[src/rtl/load_store_unit_pkg.sv]
// Shared types, funct3 codes and access legality helpers for the load/store unit.
package load_store_unit_pkg;

    typedef enum logic [1:0] {
        ST_IDLE = 2'b00,
        ST_REQ  = 2'b01,
        ST_WAIT = 2'b10,
        ST_DONE = 2'b11
    } lsu_state_t;

    typedef enum logic [1:0] {
        CAUSE_NONE       = 2'b00,
        CAUSE_MISALIGNED = 2'b01,
        CAUSE_TIMEOUT    = 2'b10,
        CAUSE_ILLEGAL    = 2'b11
    } fault_cause_t;

    // Store encodings SB/SH/SW share the LB/LH/LW codes.
    localparam logic [2:0] F3_LB  = 3'b000;
    localparam logic [2:0] F3_LH  = 3'b001;
    localparam logic [2:0] F3_LW  = 3'b010;
    localparam logic [2:0] F3_LBU = 3'b100;
    localparam logic [2:0] F3_LHU = 3'b101;

    function automatic logic is_illegal(input logic [2:0] funct3, input logic write);
        logic result;
        case (funct3)
            F3_LB, F3_LH, F3_LW: result = 1'b0;
            F3_LBU, F3_LHU:      result = write;
            default:             result = 1'b1;
        endcase
        return result;
    endfunction

    function automatic logic is_misaligned(input logic [2:0] funct3, input logic [1:0] offset);
        logic result;
        case (funct3)
            F3_LH, F3_LHU: result = offset[0];
            F3_LW:         result = (offset != 2'b00);
            default:       result = 1'b0;
        endcase
        return result;
    endfunction

endpackage

[src/rtl/load_store_unit_if.sv]
// Data-memory request/response bus between the load/store unit and memory.
interface load_store_unit_if;
    logic        mem_valid;
    logic        mem_ready;
    logic        mem_we;
    logic [3:0]  mem_be;
    logic [31:0] mem_address;
    logic [31:0] mem_wdata;
    logic        mem_rvalid;
    logic [31:0] mem_rdata;

    modport master (
        output mem_valid, mem_we, mem_be, mem_address, mem_wdata,
        input  mem_ready, mem_rvalid, mem_rdata
    );

    modport slave (
        input  mem_valid, mem_we, mem_be, mem_address, mem_wdata,
        output mem_ready, mem_rvalid, mem_rdata
    );
endinterface

[src/rtl/load_store_unit_load_extender.sv]
// Selects the addressed byte/halfword of a read word and sign- or zero-extends it.
module load_extender
    import load_store_unit_pkg::*;
(
    input  logic [2:0]  funct3,
    input  logic [1:0]  offset,
    input  logic [31:0] rdata,
    output logic [31:0] data
);
    logic [7:0]  lanes [4];
    logic [7:0]  byte_sel;
    logic [15:0] half_sel;

    genvar gi;
    generate
        for (gi = 0; gi < 4; gi++) begin : g_lane
            assign lanes[gi] = rdata[8*gi +: 8];
        end
    endgenerate

    assign byte_sel = lanes[offset];
    assign half_sel = offset[1] ? rdata[31:16] : rdata[15:0];

    always_comb begin
        data = rdata;
        case (funct3)
            F3_LB:   data = {{24{byte_sel[7]}}, byte_sel};
            F3_LBU:  data = {24'h000000, byte_sel};
            F3_LH:   data = {{16{half_sel[15]}}, half_sel};
            F3_LHU:  data = {16'h0000, half_sel};
            default: data = rdata;
        endcase
    end
endmodule

[src/rtl/load_store_unit.sv]
// RV32I load/store unit: validates the access, runs one memory transaction
// with a timeout, and returns the extended load result in a one-cycle DONE slot.
module load_store_unit
    import load_store_unit_pkg::*;
#(
    parameter int TIMEOUT_CYCLES = 255
) (
    input  logic              clk,
    input  logic              reset_n,
    input  logic              req_valid,
    input  logic              req_write,
    input  logic [2:0]        req_funct3,
    input  logic [31:0]       req_address,
    input  logic [31:0]       req_wdata,
    output logic              stall,
    output logic [31:0]       rsp_rdata,
    output logic              fault,
    output logic [1:0]        fault_cause,
    load_store_unit_if.master bus
);
    localparam logic [7:0] TIMEOUT_LAST = 8'(TIMEOUT_CYCLES - 1);

    lsu_state_t   state_reg, state_next;
    fault_cause_t cause_reg, cause_next;
    logic [31:0]  addr_reg, wdata_reg, rsp_rdata_reg;
    logic [2:0]   funct3_reg;
    logic         write_reg;
    logic [7:0]   cnt_reg;
    logic         load_ok, timeout_hit, accept, enter_done;
    logic [3:0]   be_calc;
    logic [31:0]  store_data, ext_data;

    load_extender u_load_extender (
        .funct3 (funct3_reg),
        .offset (addr_reg[1:0]),
        .rdata  (bus.mem_rdata),
        .data   (ext_data)
    );

    always_ff @(posedge clk) begin
        if (!reset_n) state_reg <= ST_IDLE;
        else          state_reg <= state_next;
    end

    assign timeout_hit = (cnt_reg >= TIMEOUT_LAST);

    always_comb begin
        state_next = state_reg;
        cause_next = CAUSE_NONE;
        load_ok    = 1'b0;
        case (state_reg)
            ST_IDLE: begin
                if (req_valid) begin
                    if (is_illegal(req_funct3, req_write)) begin
                        state_next = ST_DONE;
                        cause_next = CAUSE_ILLEGAL;
                    end else if (is_misaligned(req_funct3, req_address[1:0])) begin
                        state_next = ST_DONE;
                        cause_next = CAUSE_MISALIGNED;
                    end else begin
                        state_next = ST_REQ;
                    end
                end
            end
            ST_REQ: begin
                if (bus.mem_ready) begin
                    if (write_reg) begin
                        state_next = ST_DONE;
                    end else if (bus.mem_rvalid) begin
                        state_next = ST_DONE;
                        load_ok    = 1'b1;
                    end else begin
                        state_next = ST_WAIT;
                    end
                end else if (timeout_hit) begin
                    state_next = ST_DONE;
                    cause_next = CAUSE_TIMEOUT;
                end
            end
            ST_WAIT: begin
                if (bus.mem_rvalid) begin
                    state_next = ST_DONE;
                    load_ok    = 1'b1;
                end else if (timeout_hit) begin
                    state_next = ST_DONE;
                    cause_next = CAUSE_TIMEOUT;
                end
            end
            default: state_next = ST_IDLE;
        endcase
    end

    assign accept     = (state_reg == ST_IDLE) && (state_next == ST_REQ);
    assign enter_done = (state_reg != ST_DONE) && (state_next == ST_DONE);

    // Result is latched on the way into DONE; anything but a completed load reads as zero.
    always_ff @(posedge clk) begin
        if (!reset_n) begin
            addr_reg      <= '0;
            wdata_reg     <= '0;
            funct3_reg    <= '0;
            write_reg     <= 1'b0;
            cnt_reg       <= '0;
            rsp_rdata_reg <= '0;
            cause_reg     <= CAUSE_NONE;
        end else begin
            if (accept) begin
                addr_reg   <= req_address;
                wdata_reg  <= req_wdata;
                funct3_reg <= req_funct3;
                write_reg  <= req_write;
                cnt_reg    <= '0;
            end else if (state_reg == ST_REQ || state_reg == ST_WAIT) begin
                cnt_reg <= cnt_reg + 8'd1;
            end
            if (enter_done) begin
                cause_reg     <= cause_next;
                rsp_rdata_reg <= load_ok ? ext_data : '0;
            end
        end
    end

    always_comb begin
        be_calc    = 4'b1111;
        store_data = wdata_reg;
        if (write_reg) begin
            case (funct3_reg)
                F3_LB: begin
                    be_calc    = 4'b0001 << addr_reg[1:0];
                    store_data = {4{wdata_reg[7:0]}};
                end
                F3_LH: begin
                    be_calc    = addr_reg[1] ? 4'b1100 : 4'b0011;
                    store_data = {2{wdata_reg[15:0]}};
                end
                default: ;
            endcase
        end
    end

    always_comb begin
        bus.mem_valid   = 1'b0;
        bus.mem_we      = 1'b0;
        bus.mem_be      = 4'b0000;
        bus.mem_address = {addr_reg[31:2], 2'b00};
        bus.mem_wdata   = store_data;
        fault           = 1'b0;
        fault_cause     = CAUSE_NONE;
        if (state_reg == ST_REQ) begin
            bus.mem_valid = 1'b1;
            bus.mem_we    = write_reg;
            bus.mem_be    = be_calc;
        end
        if (state_reg == ST_DONE) begin
            fault_cause = cause_reg;
            fault       = (cause_reg != CAUSE_NONE);
        end
    end

    assign stall     = req_valid && (state_reg != ST_DONE);
    assign rsp_rdata = rsp_rdata_reg;
endmodule

[src/flat_wrapper.sv]
// flat-port wrapper written by rule: the top's interface ports become plain ports
module load_store_unit_flat import load_store_unit_pkg::*;
#(
    parameter int TIMEOUT_CYCLES = 255
)
  (clk, reset_n, req_valid, req_write, req_funct3, req_address, req_wdata, stall, rsp_rdata, fault, fault_cause, bus_mem_valid, bus_mem_we, bus_mem_be, bus_mem_address, bus_mem_wdata, bus_mem_ready, bus_mem_rvalid, bus_mem_rdata);
  load_store_unit_if bus_i ();
  input  logic clk;
  input  logic reset_n;
  input  logic req_valid;
  input  logic req_write;
  input  logic [2:0] req_funct3;
  input  logic [31:0] req_address;
  input  logic [31:0] req_wdata;
  output logic stall;
  output logic [31:0] rsp_rdata;
  output logic fault;
  output logic [1:0] fault_cause;
  output wire logic [$bits(bus_i.mem_valid)-1:0] bus_mem_valid;
  output wire logic [$bits(bus_i.mem_we)-1:0] bus_mem_we;
  output wire logic [$bits(bus_i.mem_be)-1:0] bus_mem_be;
  output wire logic [$bits(bus_i.mem_address)-1:0] bus_mem_address;
  output wire logic [$bits(bus_i.mem_wdata)-1:0] bus_mem_wdata;
  input wire logic [$bits(bus_i.mem_ready)-1:0] bus_mem_ready;
  input wire logic [$bits(bus_i.mem_rvalid)-1:0] bus_mem_rvalid;
  input wire logic [$bits(bus_i.mem_rdata)-1:0] bus_mem_rdata;
  assign bus_mem_valid = bus_i.mem_valid;
  assign bus_mem_we = bus_i.mem_we;
  assign bus_mem_be = bus_i.mem_be;
  assign bus_mem_address = bus_i.mem_address;
  assign bus_mem_wdata = bus_i.mem_wdata;
  assign bus_i.mem_ready = bus_mem_ready;
  assign bus_i.mem_rvalid = bus_mem_rvalid;
  assign bus_i.mem_rdata = bus_mem_rdata;
  load_store_unit #(.TIMEOUT_CYCLES(TIMEOUT_CYCLES)) u_core (.clk(clk), .reset_n(reset_n), .req_valid(req_valid), .req_write(req_write), .req_funct3(req_funct3), .req_address(req_address), .req_wdata(req_wdata), .stall(stall), .rsp_rdata(rsp_rdata), .fault(fault), .fault_cause(fault_cause), .bus(bus_i));
endmodule
[config.mk]
export PLATFORM = sky130hd
export DESIGN_NAME = load_store_unit_flat
export DESIGN_NICKNAME = d
export VERILOG_FILES = /design/src/rtl/load_store_unit_pkg.sv /design/src/rtl/load_store_unit_if.sv /design/src/rtl/load_store_unit_load_extender.sv /design/src/rtl/load_store_unit.sv /design/src/flat_wrapper.sv
export SDC_FILE = /design/constraint.sdc
export NUM_CORES = 1
export LEC_CHECK = 0
export CAP_MARGIN = 20
export CELL_PAD_IN_SITES_DETAIL_PLACEMENT = 1
export CELL_PAD_IN_SITES_GLOBAL_PLACEMENT = 1
export CORE_ASPECT_RATIO = 1.75
export CORE_MARGIN = 8
export CORE_UTILIZATION = 33
export CTS_CLUSTER_SIZE = 30
export DETAILED_ROUTE_END_ITERATION = 12
export PLACE_DENSITY = 0.9
export SYNTH_ARGS = -nofsm -noshare
export SYNTH_HDL_FRONTEND = slang
export SYNTH_SLANG_ARGS = --single-unit
[constraint.sdc]
create_clock -name clk -period 3.1 [get_ports clk]
set_input_delay 0.465 -clock clk [delete_from_list [all_inputs] [get_ports clk]]
set_output_delay 0.465 -clock clk [all_outputs]
set_load 0.02 [all_outputs]
==> After elaboration in Yosys (flattened, before gate mapping) <==
Cells that the tools add are included.
{ "totals": {"elab_cells": 83, "regBits": 112, "output_inout_bits": 106} }
{ "classes": {"order_cmp": 2, "n_mux": 43, "n_eq_ne": 13, "add_sub_neg": 1, "shifts": 1, "reduce_logical": 13, "n_bitwise": 2} }
{ "ops": {"columns": ["op", "count"], "rows": [
  ["one-hot mux 32 bit (4 select lines)", 1],
  ["two-way mux 32 bit", 2],
  ["one-hot mux 32 bit (2 select lines)", 1],
  ["two-way mux 2 bit", 13],
  ["binary-select mux 8 bit (select 2 bit)", 1],
  ["two-way mux 16 bit", 1],
  ["two-way mux 8 bit", 2],
  ["two-way mux 1 bit", 13],
  ["equality test 3 bit, second input constant", 4],
  ["two-way mux 4 bit", 3],
  ["one-hot mux 2 bit (3 select lines)", 2],
  ["adder 8 x 1 -> 8 bit, second input constant", 1],
  ["greater-or-equal comparator 8 bit, second input constant", 1],
  ["one-hot mux 4 bit (2 select lines)", 1],
  ["equality test 2 bit, second input constant", 3],
  ["equality test 3 x 1 -> 1 bit, second input constant", 2],
  ["logical NOT 3 bit", 2],
  ["one-hot mux 1 bit (2 select lines)", 3],
  ["OR reduction 2 bit", 3],
  ["equality test 2 x 1 -> 1 bit, second input constant", 2],
  ["nonzero test 2 bit", 2],
  ["<< shifter 1 x 2 -> 4 bit, first input constant", 1],
  ["equality test 3 x 2 -> 1 bit, second input constant", 1],
  ["greater-or-equal comparator 3 bit, second input constant", 1],
  ["7 further kinds", 9]
]} }

==> Logic depth before layout (Yosys ltp) <==
Gate-level depths: netlist of run 1.
{ "depth": {"word_depth": 15, "mapped_depth": 9, "mapped_depth_nobuf": 7} }

==> Cells and area by module <==
From an unflattened synthesis of run 1, not the netlist that was laid out.
{ "unflattened": {"hier_cells": 758, "hier_area_um2": 6134.6} }
{ "by_module_without_submodules": {"columns": ["mod", "cells_per_inst", "area_per_inst_um2", "n_inst"], "rows": [
  ["load_store_unit", 649, 5506.5, 1],
  ["load_extender", 109, 628.1, 1]
]} }

==> Least setup slack after synthesis of run 1 <==
OpenSTA, ideal clock, no wires.
{ "synth_path": {"path_type": "register to register", "start": "register u_core.state_reg[1]", "end": "register u_core.addr_reg[0]", "required_ps": 3028, "arrival_ps": 2366, "setup_ps": 72, "slack_ps": 662, "n_path_buf": 3, "path_stages_with_launch": 10, "period_less_slack_ps": 2438, "path_cell_list": "dfxtp_1 inv_1 ha_1 clkbuf_1 o21a_1 a2111o_1 nor4b_4 buf_6 buf_6 mux2i_1"} }
{ "synth_via": {"elab_chain_len": 5} }
{ "synth_rtl": {"columns": ["element", "line_no", "text"], "rows": [
  ["start, declared", "load_store_unit.sv:23", "lsu_state_t state_reg, state_next;"],
  ["start signal, assigned", "load_store_unit.sv:42", "else state_reg <= state_next;"],
  ["two-way mux 2 bit", "load_store_unit.sv:75, load_store_unit.sv:84", null],
  ["two-way mux 2 bit, on equally long branches", "load_store_unit.sv:81, load_store_unit.sv:66", null],
  ["one-hot mux 2 bit (3 select lines)", "load_store_unit.sv:51", "case (state_reg)"],
  ["equality test 2 x 1 -> 1 bit", "load_store_unit.sv:93", "assign accept = (state_reg == ST_IDLE) && (state_next == ST_REQ);"],
  ["logical AND 1 bit *", "load_store_unit.sv:93", null],
  ["end signal, assigned", "load_store_unit.sv:108", "addr_reg <= req_address;"],
  ["end, declared", "load_store_unit.sv:25", "logic [31:0] addr_reg, wdata_reg, rsp_rdata_reg;"]
]} }
Every way passes the cells marked *; elsewhere a longest branch is shown, timed or not.
A chain may end at the register's enable or synchronous reset.

==> Worst setup path in the final report of run 1 <==
{ "layout_path": {"start": "register u_core.write_reg", "end": "output port bus_mem_wdata[23]"} }
{ "layout_via": {"elab_chain_len": 1} }
{ "layout_rtl": {"columns": ["element", "line_no", "text"], "rows": [
  ["start, declared", "load_store_unit.sv:27", "logic write_reg;"],
  ["start signal, assigned", "load_store_unit.sv:111", "write_reg <= req_write;"],
  ["two-way mux 32 bit", "load_store_unit.sv:126", "if (write_reg) begin"],
  ["end, declared", "flat_wrapper.sv:23", "output wire logic [$bits(bus_i.mem_wdata)-1:0] bus_mem_wdata;"]
]} }
Every way passes these cells.

==> results of run 1 <==
routing by layer:
layer / wire length [µm] / vias up
li1: - / 2630
met2: 10700 / 203
met4: 877 / 2
met1: 7402 / 2605
met3: 1435 / 43
met5: 13 / -
area by class of cell:
cell class / instances / area, µm² / share of cell area, %
clock inverter: 5 / 65.06 / 0.7784
timing repair buffer: 221 / 2215 / 26.50
antenna: 2 / 5.005 / 0.05988
multi-input combinational: 486 / 3256 / 38.95
sequential: 112 / 2242 / 26.83
inverter: 12 / 45.04 / 0.5389
tap: 238 / 297.8 / 3.563
clock buffer: 11 / 232.7 / 2.784
cells in the final DEF (no fill, tap or decap), drive strengths merged, types with 3 or more instances in the layout:
master / n
a21boi: 3
a21o: 9
a21oi: 14
a222oi: 3
a22o: 11
a22oi: 9
and2: 4
buf: 14
clkbuf: 11
clkdlybuf4s50: 207
clkinv: 3
dfxtp: 112
ha: 8
inv: 13
mux2: 21
mux2i: 109
nand2: 181
nand2b: 5
nand4: 3
nor2: 16
nor2b: 7
nor3: 3
nor3b: 9
o211ai: 3
o21a: 4
o21ai: 26
xnor2: 4
xor2: 3
cell families (layout without fill, tap and decap cells):
family | count (synthesis) | count (layout) | share of synthesized area (%)
XOR/XNOR | 7 | 7 | 1.007
flip-flops | 112 | 112 | 36.82
buffers and inverters | 105 | 249 | 9.800
AND/OR/NAND/NOR | 237 | 237 | 16.70
adder cells (fa/ha/maj) | 8 | 8 | 1.644
other | 1 | 4 | 0.06158
multiplexers | 132 | 132 | 22.54
AO/OA/AOI/OAI | 100 | 100 | 11.42
power groups by stage:
stage               combinational (mW)  sequential, mW  clock (mW)
floorplan                         2.72            2.01           0
global placement                  3.74            2.08           0
detailed placement                3.82            2.10           0
CTS                               3.83            2.07        1.23
global route                      4.04            2.12        1.30
finish                            3.79            2.07        1.20
critical path: stages (launching register included):
cell,delay [ns]
dfxtp_1,0.46
and3_1,0.31
buf_4,0.33
mux2_2,0.39
clkdlybuf4s50_1,0.57
path summary, 6_finish.rpt:
kind	startpoint	end	slack (ns)	depth (start not counted)
worst min-delay path	u_core.addr_reg[13]	u_core.addr_reg[13]	0.46	2
worst min register to register	u_core.addr_reg[13]	u_core.addr_reg[13]	0.46	2
worst max register to register	u_core.state_reg[1]	u_core.wdata_reg[20]	0.43	7
worst max-delay path	u_core.write_reg	bus_mem_wdata[23]	0.22	4
metrics by stage:
stage	worst slack [ns]	hold slack, ns
6_report	0.2210	0.4583
3_5_place_dp	0.2383	0.4482
2_1_floorplan	0.6620	0.4301
4_1_cts	0.1734	0.4611
3_3_place_gp	0.3300	0.4397
5_1_grt	0.1252	0.4740
==> flow_summary_export.csv, run 1 <==
group,metric,value,unit
run_status,status,"finished, final reports clean",
final_layout,utilization,45.59,%
critical_path,cp_max_fo,24,
synth,synth_seq_cells,112,
power_and_ir_drop,swShare,40.49,%
place,dp_cells,1069,
die,die_width,118.7,µm
clock_tree,cts_tree,"yes",
route,vias_per_cell,5.044,
timing,slew_viol_final,0,
clock_tree,cts_htree_levels,3,
power_and_ir_drop,switching_power,2.857,mW
grt,overflow,0,
die,rows,66,
timing,finClkSkew,0.01471,ns
route,route.detailed.drc,0,
timing,finalHoldViolations,0,
synth,yosysSeqAreaShare,36.82,%
die,pin_count,211,
route,ant_nets,0,
synth,synth_top_area_share,36.82,%
timing,max_slew.worst_pin.slew,0.8687,ns
power_and_ir_drop,p_per_area,844.3,nW/µm²
power_and_ir_drop,pwr-share-seq,29.3,%
run,max-cap-violations,0,
clock_tree,cts_root_buf,"clkbuf_16",
timing,setup_tns,0,ns
synth,synth.cell_area,6090,µm²
power_and_ir_drop,p_leak,2.992,nW
grt,grt_first_pass_wirelength,32060,µm
place,dpl_cell_area,8055,µm²
power_and_ir_drop,ir_drop,0.4840,mV
route,dr.pass1.iters,4,
die,start_util,33.22,%
clock_tree,clk_path_buf_depth,2,
clock_tree,cts.clk_slew.worst_paths,0.08,ns
grt,grt.met1_usage,16.88,%
critical_path,crit_required,2.63,ns
clock_tree,clkLatencyLatePin,0.35,ns
route,drt_wl_total,20430,µm
route,dr_total_vias,5483,
clock_tree,cts_setup_buffers,0,
synth,synthArstFlopShare,0,%
final_layout,syn2layout_area_growth,37.25,%
place,numPortBuffers,208,
grt,gr-usage-met2,32.17,%
critical_path,crit_arrival,2.41,ns
grt,antenna_found_initial,3,
synth,ys_warn_count,0,
timing,period_share,92.87,%
final_layout,drive_above_1_share,6.612,%
synth,synthMostInstantiatedCell,"nand2_1",
place,dp_hpwl,15550,µm
timing,fin_crit,2.879,ns
synth,synth_area_leaders,"dfxtp_1 (37%), mux2i_1 (18%), nand2_1 (11%)",
synth,avgSynthCellArea,8.675,µm²
die,die-area,23230,µm²
route,wire_per_inst,18.79,µm
power_and_ir_drop,pwr-share-comb,53.7,%
final_layout,n_fill_cell,2129,
synth,yosysUniqueCellTypes,51,
final_layout,final-instance-count-excl-fill,1087,
synth,synth-main-ff-cell,"dfxtp_1",
grt,top_usage_layer,"met2",
hold_path,hp-class,"register to register",
final_layout,stdcell_area,8358,µm²
power_and_ir_drop,pwr-share-clk,17.0,%
synth,synthTopCellsByCount,"nand2_1 (181), dfxtp_1 (112), mux2i_1 (109), buf_4 (42), clkbuf_1 (39)",
critical_path,worst_setup_path_end_kind,"primary output",
route,first_iter_violations,316,
die,fp.coreArea,18330,µm²
clock_tree,cts_resized,0,
synth,yosysTopAreaCell,"dfxtp_1",
clock_tree,cts_hold_buffers,0,
timing,finalSetupViolations,0,
grt,grt_use_total,17.19,%
timing,fmax,347.3,MHz
final_layout,fin_nets,955,
grt,use_met3,4.865,%
power_and_ir_drop,intPower,4.200,mW
synth,synth_edf_count,0,
grt,grt_pass1_vias,5811,
critical_path,crit_type,"register to primary output",
clock_tree,numCtsBuffers,9,
timing,rsz0062_at_grt,"false",
synth,synth_cells,702,
die,die_h,195.7,µm
clock_tree,clock_sinks,112,
critical_path,critPathLaunchType,"register",
power_and_ir_drop,p_total,7.057,mW
place,place.gp.congestion,0.8035,
grt,grt_max_degree,183,
timing,worst_slew_margin_rel,42.08,%
No activity file was read; power rests on OpenSTA's default activity.
==> run 2, diff against run 1 <==
--- a/config.mk
+++ b/config.mk
@@ -11,6 +11,7 @@
 export CORE_ASPECT_RATIO = 1.75
 export CORE_MARGIN = 8
 export CORE_UTILIZATION = 33
+export CTS_BUF_LIST = sky130_fd_sc_hd__clkbuf_16
 export CTS_CLUSTER_SIZE = 30
 export DETAILED_ROUTE_END_ITERATION = 12
 export PLACE_DENSITY = 0.9
==> flow_summary_export.csv, run 2 (same netlist as run 1, synthesis figures left out) <==
group,metric,value,unit
critical_path,r2r-start,"u_core.state_reg[1]",
critical_path,worst-path-buf-inv,2,
route,first_iter_violations,316,
timing,finalHoldViolations,0,
place,dpl_cell_area,8055,µm²
critical_path,crit_arrival,2.41,ns
critical_path,cpPeakStageDelay,0.57,ns
grt,overflow,0,
run,max-cap-violations,0,
route,wire_per_inst,18.82,µm
final_layout,seqCellArea,2242,µm²
timing,period_share,92.87,%
grt,grt_pass1_vias,5811,
place,numPortBuffers,208,
clock_tree,cts_root_buf,"clkbuf_16",
critical_path,cp_num_cells,4,
timing,worst_slew_margin_rel,42.08,%
timing,setup_tns,0,ns
hold_path,hp-class,"register to register",
die,start_util,33.22,%
critical_path,worst_setup_path_end_kind,"primary output",
clock_tree,clk_path_buf_depth,2,
clock_tree,clkLatencyLatePin,0.35,ns
clock_tree,cts_setup_buffers,0,
timing,finalSetupViolations,0,
route,vias_per_cell,5.042,
timing,fin_crit,2.879,ns
clock_tree,numCtsBuffers,9,
final_layout,multi_input_area,3256,µm²
clock_tree,clock_sinks,112,
route,ant_nets,0,
final_layout,stdcell_area,8358,µm²
grt,grt_use_total,17.19,%
critical_path,critPathCapture,"bus_mem_wdata[23]",
final_layout,syn2layout_area_growth,37.25,%
critical_path,cp_cell_sequence,"and3_1, buf_4, mux2_2, clkdlybuf4s50_1",
timing,max_slew.worst_pin.slew,0.8687,ns
route,route.detailed.drc,0,
clock_tree,cts_htree_levels,3,
run_status,status,"finished, final reports clean",
clock_tree,cts_hold_buffers,0,
die,die_width,118.7,µm
grt,grt_first_pass_wirelength,32060,µm
critical_path,r2r_cells,7,
place,dp_hpwl,15550,µm
clock_tree,cts.clk_slew.worst_paths,0.08,ns
route,drt_wl_total,20450,µm
timing,rsz0062_at_grt,"false",
timing,finClkSkew,0.01552,ns
clock_tree,cts_resized,0,
power_and_ir_drop,p_per_area,843.6,nW/µm²
place,place.gp.congestion,0.8035,
grt,grt_max_degree,183,
power_and_ir_drop,ir_drop,0.4840,mV
final_layout,final_common_cell,"clkdlybuf4s50_1",
critical_path,cp_top_family,"buffers and inverters",
final_layout,fin_nets,955,
die,pin_count,211,
die,die_h,195.7,µm
clock_tree,cts_tree,"yes",
final_layout,n_fill_cell,2129,
route,dr.pass1.iters,4,
timing,slew_viol_final,0,
critical_path,crit_required,2.63,ns
die,rows,66,
critical_path,r2r_end,"u_core.wdata_reg[20]",
critical_path,critPathLaunchType,"register",
critical_path,crit_type,"register to primary output",
critical_path,cp_max_fo,24,
critical_path,cp-startpoint,"u_core.write_reg",
final_layout,drive_above_1_share,6.612,%
final_layout,layout_common_cells,"clkdlybuf4s50_1 (207), nand2_1 (181), dfxtp_1 (112), mux2i_1 (109), o21ai_0 (25)",
grt,antenna_found_initial,3,
critical_path,r2r_setup_slack,0.43,ns
die,die-area,23230,µm²
die,fp.coreArea,18330,µm²
power_and_ir_drop,p_leak,3.000,nW
route,dr_total_vias,5481,
timing,fmax,347.3,MHz
critical_path,slowest_stage,"clkdlybuf4s50_1",
run 2: area by class of cell:
type | count | share of cell area, %
multi-input cells | 486 | 38.95
flip-flops and latches | 112 | 26.83
repair buffers | 221 | 26.50
well taps | 238 | 3.563
clock buffers | 9 | 2.695
clock inverters | 7 | 0.8683
inverters | 12 | 0.5389
diodes | 2 | 0.05988
run 2: layer usage:
layer	track usage [%]	share of wire, %	up-vias
met3	4.865	7.0	43
li1	-	-	2630
met1	16.88	36	2603
met4	8.290	4.3	2
met5	0	0.064	-
met2	32.17	52	203
run 2: how the worst min path moves through the flow:
stage | startpoint | endpoint | slack [ns] | depth (start not counted)
after global placement | u_core.wdata_reg[16] | u_core.wdata_reg[16] | 0.44 | 2
after floorplan | u_core.cause_reg[0] | u_core.cause_reg[0] | 0.43 | 2
after global routing | u_core.rsp_rdata[2] | u_core.rsp_rdata[2] | 0.47 | 2
final | u_core.addr_reg[13] | u_core.addr_reg[13] | 0.46 | 2
after CTS | u_core.funct3_reg[2] | u_core.funct3_reg[2] | 0.46 | 2
after detailed placement | u_core.funct3_reg[2] | u_core.funct3_reg[2] | 0.45 | 2
run 2: worst register-to-register path: stages (launching register included):
cell	delay [ns]
dfxtp_1	0.44
inv_1	0.10
ha_1	0.35
o21a_1	0.25
a2111o_1	0.46
nor4b_4	0.39
buf_12	0.31
mux2i_1	0.29
run 2: where the power goes:
part / switching [mW] / internal, mW / total [mW]
Clock: 0.565 / 0.631 / 1.20
Sequential: 0.279 / 1.79 / 2.07
Combinational: 2.01 / 1.77 / 3.79
Total: 2.86 / 4.19 / 7.05
run 2: per-stage QoR:
step / util [%] / setup WS, ns / hold slack (ns) / instances / power, mW
after CTS: 45.56 / 0.1734 / 0.4611 / 1085 / 7.132
after global placement: 43.94 / 0.3300 / 0.4397 / 1069 / 5.817
after global routing: 45.59 / 0.1252 / 0.4740 / 1087 / 7.453
after detailed placement: 43.94 / 0.2383 / 0.4482 / 1069 / 5.916
final: 45.59 / 0.2210 / 0.4588 / 1087 / 7.051
after floorplan: - / 0.6620 / 0.4301 / 703 / 4.730
